`config.mk`:
```
export PLATFORM = sky130hd
export DESIGN_NAME = fft_frame_ctrl
export DESIGN_NICKNAME = d
export VERILOG_FILES = /design/src/rtl/fft_frame_ctrl.sv
export SDC_FILE = /design/constraint.sdc
export NUM_CORES = 1
export LEC_CHECK = 0
export CAP_MARGIN = 20
export CORE_MARGIN = 3
export CORE_UTILIZATION = 25
export CTS_CLUSTER_DIAMETER = 100
export DETAILED_ROUTE_END_ITERATION = 12
export SYNTH_ARGS = -nofsm -noshare
export SYNTH_HDL_FRONTEND = slang
export SYNTH_SLANG_ARGS = --single-unit
```
`constraint.sdc`:
```
create_clock -name clk -period 7.2 [get_ports clk]
set_input_delay 1.44 -clock clk [delete_from_list [all_inputs] [get_ports clk]]
set_output_delay 1.44 -clock clk [all_outputs]
set_load 0.01 [all_outputs]
```
`src/rtl/fft_frame_ctrl.sv`:
```
// fft_frame_ctrl: packs upstream valid/ready samples into NUM-sample frames
// for the bit-reversal sort buffer, then drains the buffer after the last frame.
// Optional build macro: FFT_CTRL_LAST_CHECK_EN enables the s_last framing check;
// without it s_last is ignored and err_framing stays 0.
module fft_frame_ctrl #(
    parameter int WIDTH   = 24,
    parameter int log2NUM = 4,
    parameter int NUM     = 16
) (
    input  logic               clk,
    input  logic               rst,
    input  logic               s_valid,
    output logic               s_ready,
    input  logic               s_last,
    input  logic [WIDTH-1:0]   s_r,
    input  logic [WIDTH-1:0]   s_i,
    output logic [log2NUM-1:0] d_num,
    output logic [WIDTH-1:0]   din_r,
    output logic [WIDTH-1:0]   din_i,
    output logic               din_valid,
    output logic               frame_start,
    output logic               busy,
    output logic [15:0]        frame_cnt,
    output logic               err_underrun,
    output logic               err_framing,
    input  logic               clr_err
);

    typedef enum logic [1:0] {
        ST_IDLE  = 2'd0,
        ST_RUN   = 2'd1,
        ST_DRAIN = 2'd2
    } state_t;

    // NUM is a power of two, so the last index is all ones
    localparam logic [log2NUM-1:0] IDX_LAST = {log2NUM{1'b1}};
    localparam logic [log2NUM-1:0] IDX_ZERO = {log2NUM{1'b0}};
    localparam logic [log2NUM-1:0] IDX_ONE  = {{(log2NUM-1){1'b0}}, 1'b1};

    state_t             state_r;
    state_t             state_nxt_s;
    logic [log2NUM-1:0] idx_r;
    logic [log2NUM-1:0] idx_nxt_s;
    logic               ready_s;
    logic               accept_s;
    logic               idx_last_s;
    logic               idx_zero_s;
    logic               underrun_ev_s;
    logic               framing_ev_s;

    assign idx_last_s = (idx_r == IDX_LAST);
    assign idx_zero_s = (idx_r == IDX_ZERO);
    assign s_ready    = ready_s;
    assign busy       = (state_r != ST_IDLE);

    // Next-state, index advance, ready and error-event decode
    always_comb begin
        state_nxt_s   = state_r;
        idx_nxt_s     = idx_r;
        ready_s       = 1'b1;
        underrun_ev_s = 1'b0;
        case (state_r)
            ST_IDLE: begin
                ready_s = 1'b1;
                if (s_valid) begin
                    state_nxt_s = ST_RUN;
                    idx_nxt_s   = IDX_ONE;
                end else begin
                    idx_nxt_s   = IDX_ZERO;
                end
            end
            ST_RUN: begin
                ready_s       = 1'b1;
                underrun_ev_s = ~s_valid;
                idx_nxt_s     = idx_r + IDX_ONE;
                if (idx_last_s) begin
                    state_nxt_s = ST_DRAIN;
                end else begin
                    state_nxt_s = ST_RUN;
                end
            end
            ST_DRAIN: begin
                // only drain slot 0 may start a back-to-back frame
                ready_s = idx_zero_s;
                if (idx_zero_s && s_valid) begin
                    state_nxt_s = ST_RUN;
                    idx_nxt_s   = IDX_ONE;
                end else if (idx_last_s) begin
                    state_nxt_s = ST_IDLE;
                    idx_nxt_s   = IDX_ZERO;
                end else begin
                    idx_nxt_s   = idx_r + IDX_ONE;
                end
            end
            default: begin
                state_nxt_s = ST_IDLE;
                idx_nxt_s   = IDX_ZERO;
            end
        endcase
        accept_s = s_valid & ready_s;
    end

`ifdef FFT_CTRL_LAST_CHECK_EN
    // s_last must coincide exactly with the frame's final index
    always_comb begin
        if (accept_s) begin
            framing_ev_s = (s_last != idx_last_s);
        end else begin
            framing_ev_s = 1'b0;
        end
    end
`else
    // framing check disabled: s_last is deliberately ignored
    always_comb begin
        framing_ev_s = 1'b0 & s_last;
    end
`endif

    // State and index registers
    always_ff @(posedge clk or posedge rst) begin
        if (rst) begin
            state_r <= ST_IDLE;
            idx_r   <= IDX_ZERO;
        end else begin
            state_r <= state_nxt_s;
            idx_r   <= idx_nxt_s;
        end
    end

    // Registered sort-buffer interface, one cycle behind acceptance
    always_ff @(posedge clk or posedge rst) begin
        if (rst) begin
            d_num       <= IDX_ZERO;
            din_r       <= {WIDTH{1'b0}};
            din_i       <= {WIDTH{1'b0}};
            din_valid   <= 1'b0;
            frame_start <= 1'b0;
        end else begin
            d_num       <= idx_r;
            din_r       <= accept_s ? s_r : {WIDTH{1'b0}};
            din_i       <= accept_s ? s_i : {WIDTH{1'b0}};
            din_valid   <= accept_s;
            frame_start <= accept_s & idx_zero_s;
        end
    end

    // Accepted-frame counter, wraps silently
    always_ff @(posedge clk or posedge rst) begin
        if (rst) begin
            frame_cnt <= 16'd0;
        end else if (accept_s && idx_zero_s) begin
            frame_cnt <= frame_cnt + 16'd1;
        end else begin
            frame_cnt <= frame_cnt;
        end
    end

    // Sticky error flags; a new event wins over a simultaneous clear
    always_ff @(posedge clk or posedge rst) begin
        if (rst) begin
            err_underrun <= 1'b0;
            err_framing  <= 1'b0;
        end else begin
            if (underrun_ev_s) begin
                err_underrun <= 1'b1;
            end else if (clr_err) begin
                err_underrun <= 1'b0;
            end else begin
                err_underrun <= err_underrun;
            end
            if (framing_ev_s) begin
                err_framing <= 1'b1;
            end else if (clr_err) begin
                err_framing <= 1'b0;
            end else begin
                err_framing <= err_framing;
            end
        end
    end

endmodule
```
==> impl.org <==
** CTS
- Counting along the longest clock path gives a buffer depth of 2.
- After clock tree synthesis, the repair step resized 0 gates.
- The later pin in the worst-skew pair is clocked with a latency of 0.32 ns.
- After clock tree synthesis, the clock-pin slew on the worst setup and hold paths is ~0.060 ns.
- The number of hold buffers added after CTS was 0.
- Post-CTS timing repair inserted 0 buffers for setup.
- Number of levels the H-tree was split into :: 3
- TritonCTS built the clock tree.
- Number of clock sinks :: 77
- CTS Root Cell :: sky130_fd_sc_hd__clkbuf_16
- The number of clock buffers added by TritonCTS is 9.

** Status
- The run finished with clean final reports.

** Critical path
- STA classifies the critical path startpoint as a flip-flop.
- Worst Path Arrival :: 1.81 ns
- On the critical path, the stage with the largest delay is an instance of sky130_fd_sc_hd__clkdlybuf4s50_1.
- Critical path, cell by cell :: inv_1 > ha_1 > a21o_1 > clkdlybuf4s50_1
- Data on the critical path is required at its endpoint by 5.76 ns.
- Worst Setup Path Type :: reg -> out
- STA classifies the critical path endpoint as an output port.
- Crit-path max cell delay :: approximately 0.56 ns
- Of all nets on the critical path, the largest fanout is 6.

** Yosys
- By area the synthesized netlist is led by sky130_fd_sc_hd__dfrtp_1 (68%), sky130_fd_sc_hd__and3_1 (11%), sky130_fd_sc_hd__xnor2_1 (3.4%), sky130_fd_sc_hd__xor2_1 (1.6%), sky130_fd_sc_hd__clkbuf_1 (1.3%).
- Largest area contributor in the netlist :: sky130_fd_sc_hd__dfrtp_1
- After synthesis, the largest area contributor takes up 68.3% of total cell area.
- In this run, distinct cell masters in the synthesized netlist total 32.
- Main synth FF type :: sky130_fd_sc_hd__dfrtp_1
- Synthesized netlist net count :: 269
- The synthesized design contains 0 enable-type register cells.
- Share of async-settable or async-resettable flops after synthesis :: 100%
- Synth warn :: 0
- The synthesized design contains 77 register bits.
- Portion of the post-synthesis area used by sequential elements :: 68.3%
- Post-Synthesis Cell Area :: 0.00282 sq mm
- In the synthesized netlist, the number of instances is 213.
- Per-instance average area after synthesis :: between 10 and 15 sq um

** Routing
- Number of vias after detailed routing :: 2,083
- Dividing the detail-routed wire length by the instance count gives 14.2 microns.
- For this run, design rule violations remaining after detail routing come to 0.
- The detail route stage leaves a number of antenna-violating nets equal to 0.
- The first routing iteration left 55 violations.
- DR pass1 iterations :: 4
- The routed design has 6890 microns of wire.
- Detail-routed via count per cell :: between 4 and 5

** STA
- Setup violations remaining at the end of the flow were counted as 0.
- Headroom to the max-slew limit came out at 35.7%.
- Of the available clock period, the critical path in the final layout requires 45.1%.
- Period minus WS final :: 3.25 ns
- The count of final hold-check violations is 0.
- Final Hold Slack :: 0.439 ns
- Clk_skew :: 0.00537 ns
- Worst-margin pin slew :: 0.964 ns
- Static timing analysis puts the maximum clock frequency at 308 MHz.
- RSZ-0062 raised after global routing :: false
- Max-slew violations :: 0
- The worst path meets setup with 3.95 ns of slack.
- Total negative slack for setup checks :: 0 ns

** Global route
- Global-route track usage on met1 :: 14.0%
- All-Layer GR Usage :: a little under an eighth
- Vias in the first global route :: 2,246
- Global-route wire length before repair :: 11,600 microns
- Antenna violations before repair :: 0
- Overall overflow remaining after global route :: 0
- For met3 alone, demand over resource in global routing was ~5.2%.
- Most heavily used metal layer in global routing :: met2
- Met2 GRT Util :: between 10% and 20%
- Largest net degree at the start of global routing :: 78

** Place
- HPWL reported at the end of detailed placement :: 4740 microns
- Number of input and output port buffers inserted :: 124
- At the end of routability-driven placement, the weighted congestion stood at 0.729.
- Worst setup slack before clock tree synthesis :: about 4.2 ns
- Once placement completed, the tool counted placed cells totaling 469.

** Pwr
- Across the VDD grid, the largest voltage drop is between 0.0001 and 0.00015 V.
- In this run the static leakage power is 2.11 nW.
- Power density cells :: 276 mW/mm^2

** Layout
- Final Net Count :: 396
- Antenna cells :: 0
- Leaving out filler cells and counting taps, the final layout contains a little under 500.
- Layout Utilization :: 41.6%
- Of the cells placed in the final design, the portion with a size suffix greater than 1 is between 8 and 9%.
- From synthesis to final layout, the design area changed by 61.3%.
- Final-layout fill cell count :: ~1,100

** Flow run
- The tool flagged a number of max-cap violations equal to 0.

** Hold path
- The path class of the tightest hold or removal check is reg -> reg.

** Floorplan
- Initial Utilization :: 25.8%
- From bottom edge to top edge, the die measures 112 microns.
- Boundary Pins :: ~130
- In this run the standard cell core region covers 0.0109 sq mm.
- The floorplan has 38 rows.
- Die extent in x :: roughly 110 microns
- Die ar. :: 0.0126 sq mm
[critical path: cells and delay by family, from the launching register on]
family	cells	cell delay [ns]
AO/OA/AOI/OAI	1	0.19
adder cells (fa/ha/maj)	1	0.22
flip-flops	1	0.43
buffers and inverters	2	0.64
[cell families (layout without fill, tap and decap cells)]
group / count (synthesis) / count (layout) / share of synthesized area [%]
AO/OA/AOI/OAI: 7 / 7 / 1.60
XOR/XNOR: 17 / 17 / 5.54
adder cells (fa/ha/maj): 3 / 3 / 1.33
buffers and inverters: 17 / 149 / 2.44
flip-flops: 77 / 77 / 68.3
multiplexers: 1 / 1 / 0.355
other: 1 / 1 / 0.133
AND/OR/NAND/NOR: 90 / 90 / 20.3
[layout make-up]
cell class	instances	area [sq um]	area share [%]
Sequential cell	77	1930	42.3
Timing Repair Buffer	127	1260	27.8
Tap cell	140	175	3.85
Multi-Input combinational cell	119	827	18.2
Clock buffer	11	253	5.55
Inverter	6	25.0	0.550
Clock inverter	5	82.6	1.81
[flip-flops by register name (all words and copies together), names as in the netlist]
signal / cells
d_num: 4
din_i: 24
din_r: 24
din_valid: 1
err_underrun: 1
frame_cnt: 16
frame_start: 1
idx_r: 4
state_r: 2
[metal layers]
metal  up-vias  part of all wire [%]
met1      1008                    42
met2        83                    46
met5         -                     0
met3        10                   9.6
li1        982                     -
met4         0                   2.0
[power by group]
part           internal [mW]  switching [mW]  total (mW)
logic                  0.140          0.0963       0.236
clock network          0.322           0.172       0.494
registers              0.484          0.0433       0.527
total                  0.946           0.312        1.26
[cell usage in the layout (no fill, tap or decap), drive strengths merged, types with 2 or more instances in the layout]
| cell type | netlist | routed |
|---|---|---|
| clkdlybuf4s50 | 0 | 124 |
| dfrtp | 77 | 77 |
| and3 | 51 | 51 |
| xnor2 | 11 | 11 |
| clkbuf | 10 | 11 |
| nand2 | 9 | 9 |
| nand4 | 6 | 6 |
| xor2 | 6 | 6 |
| nand3 | 5 | 5 |
| nor2 | 5 | 5 |
| o22ai | 4 | 4 |
| inv | 5 | 4 |
| nor3 | 3 | 3 |
| ha | 3 | 3 |
| clkinvlp | 0 | 3 |
| buf | 1 | 3 |
| clkinv | 1 | 2 |
| and2 | 2 | 2 |
| nand2b | 2 | 2 |
| bufinv | 0 | 2 |
| and4 | 2 | 2 |
[metrics by stage]
| step | instance area [sq um] | total power, mW |
|---|---|---|
| 6_report | 4550 | 1.26 |
| 5_1_grt | 4550 | 1.33 |
| 4_1_cts | 4550 | 1.28 |
| 3_5_place_dp | 4220 | 0.776 |
| 3_3_place_gp | 4220 | 0.771 |
| 2_1_floorplan | 2820 | 0.635 |
[cell usage after synthesis (2+ instances only)]
cell type                   n
sky130_fd_sc_hd__dfrtp_1   77
sky130_fd_sc_hd__and3_1    50
sky130_fd_sc_hd__xnor2_1   11
sky130_fd_sc_hd__clkbuf_1  10
sky130_fd_sc_hd__nand2_1    9
sky130_fd_sc_hd__inv_1      5
sky130_fd_sc_hd__nand3_1    5
sky130_fd_sc_hd__nand4_1    5
sky130_fd_sc_hd__nor2_1     5
sky130_fd_sc_hd__xor2_1     5
sky130_fd_sc_hd__o22ai_1    4
sky130_fd_sc_hd__ha_1       3
sky130_fd_sc_hd__nor3_1     3
sky130_fd_sc_hd__and2_1     2
sky130_fd_sc_hd__nand2b_1   2
[path summary, 6_finish.rpt]
| path | start | slack [ns] | end | cells past startpoint |
|---|---|---|---|---|
| worst max-delay path | idx_r[0] | 3.95 | s_ready | 4 |
| worst min-delay path | idx_r[1] | 0.44 | d_num[1] | 0 |
| worst max register to register | idx_r[0] | 5.47 | frame_cnt[5] | 7 |
| worst min register to register | idx_r[1] | 0.44 | d_num[1] | 0 |
| max in group asynchronous | rst | 4.84 | din_i[4] | 3 |
| min in group asynchronous | rst | 1.75 | frame_cnt[15] | 3 |
No activity file was read; power rests on OpenSTA's default activity.
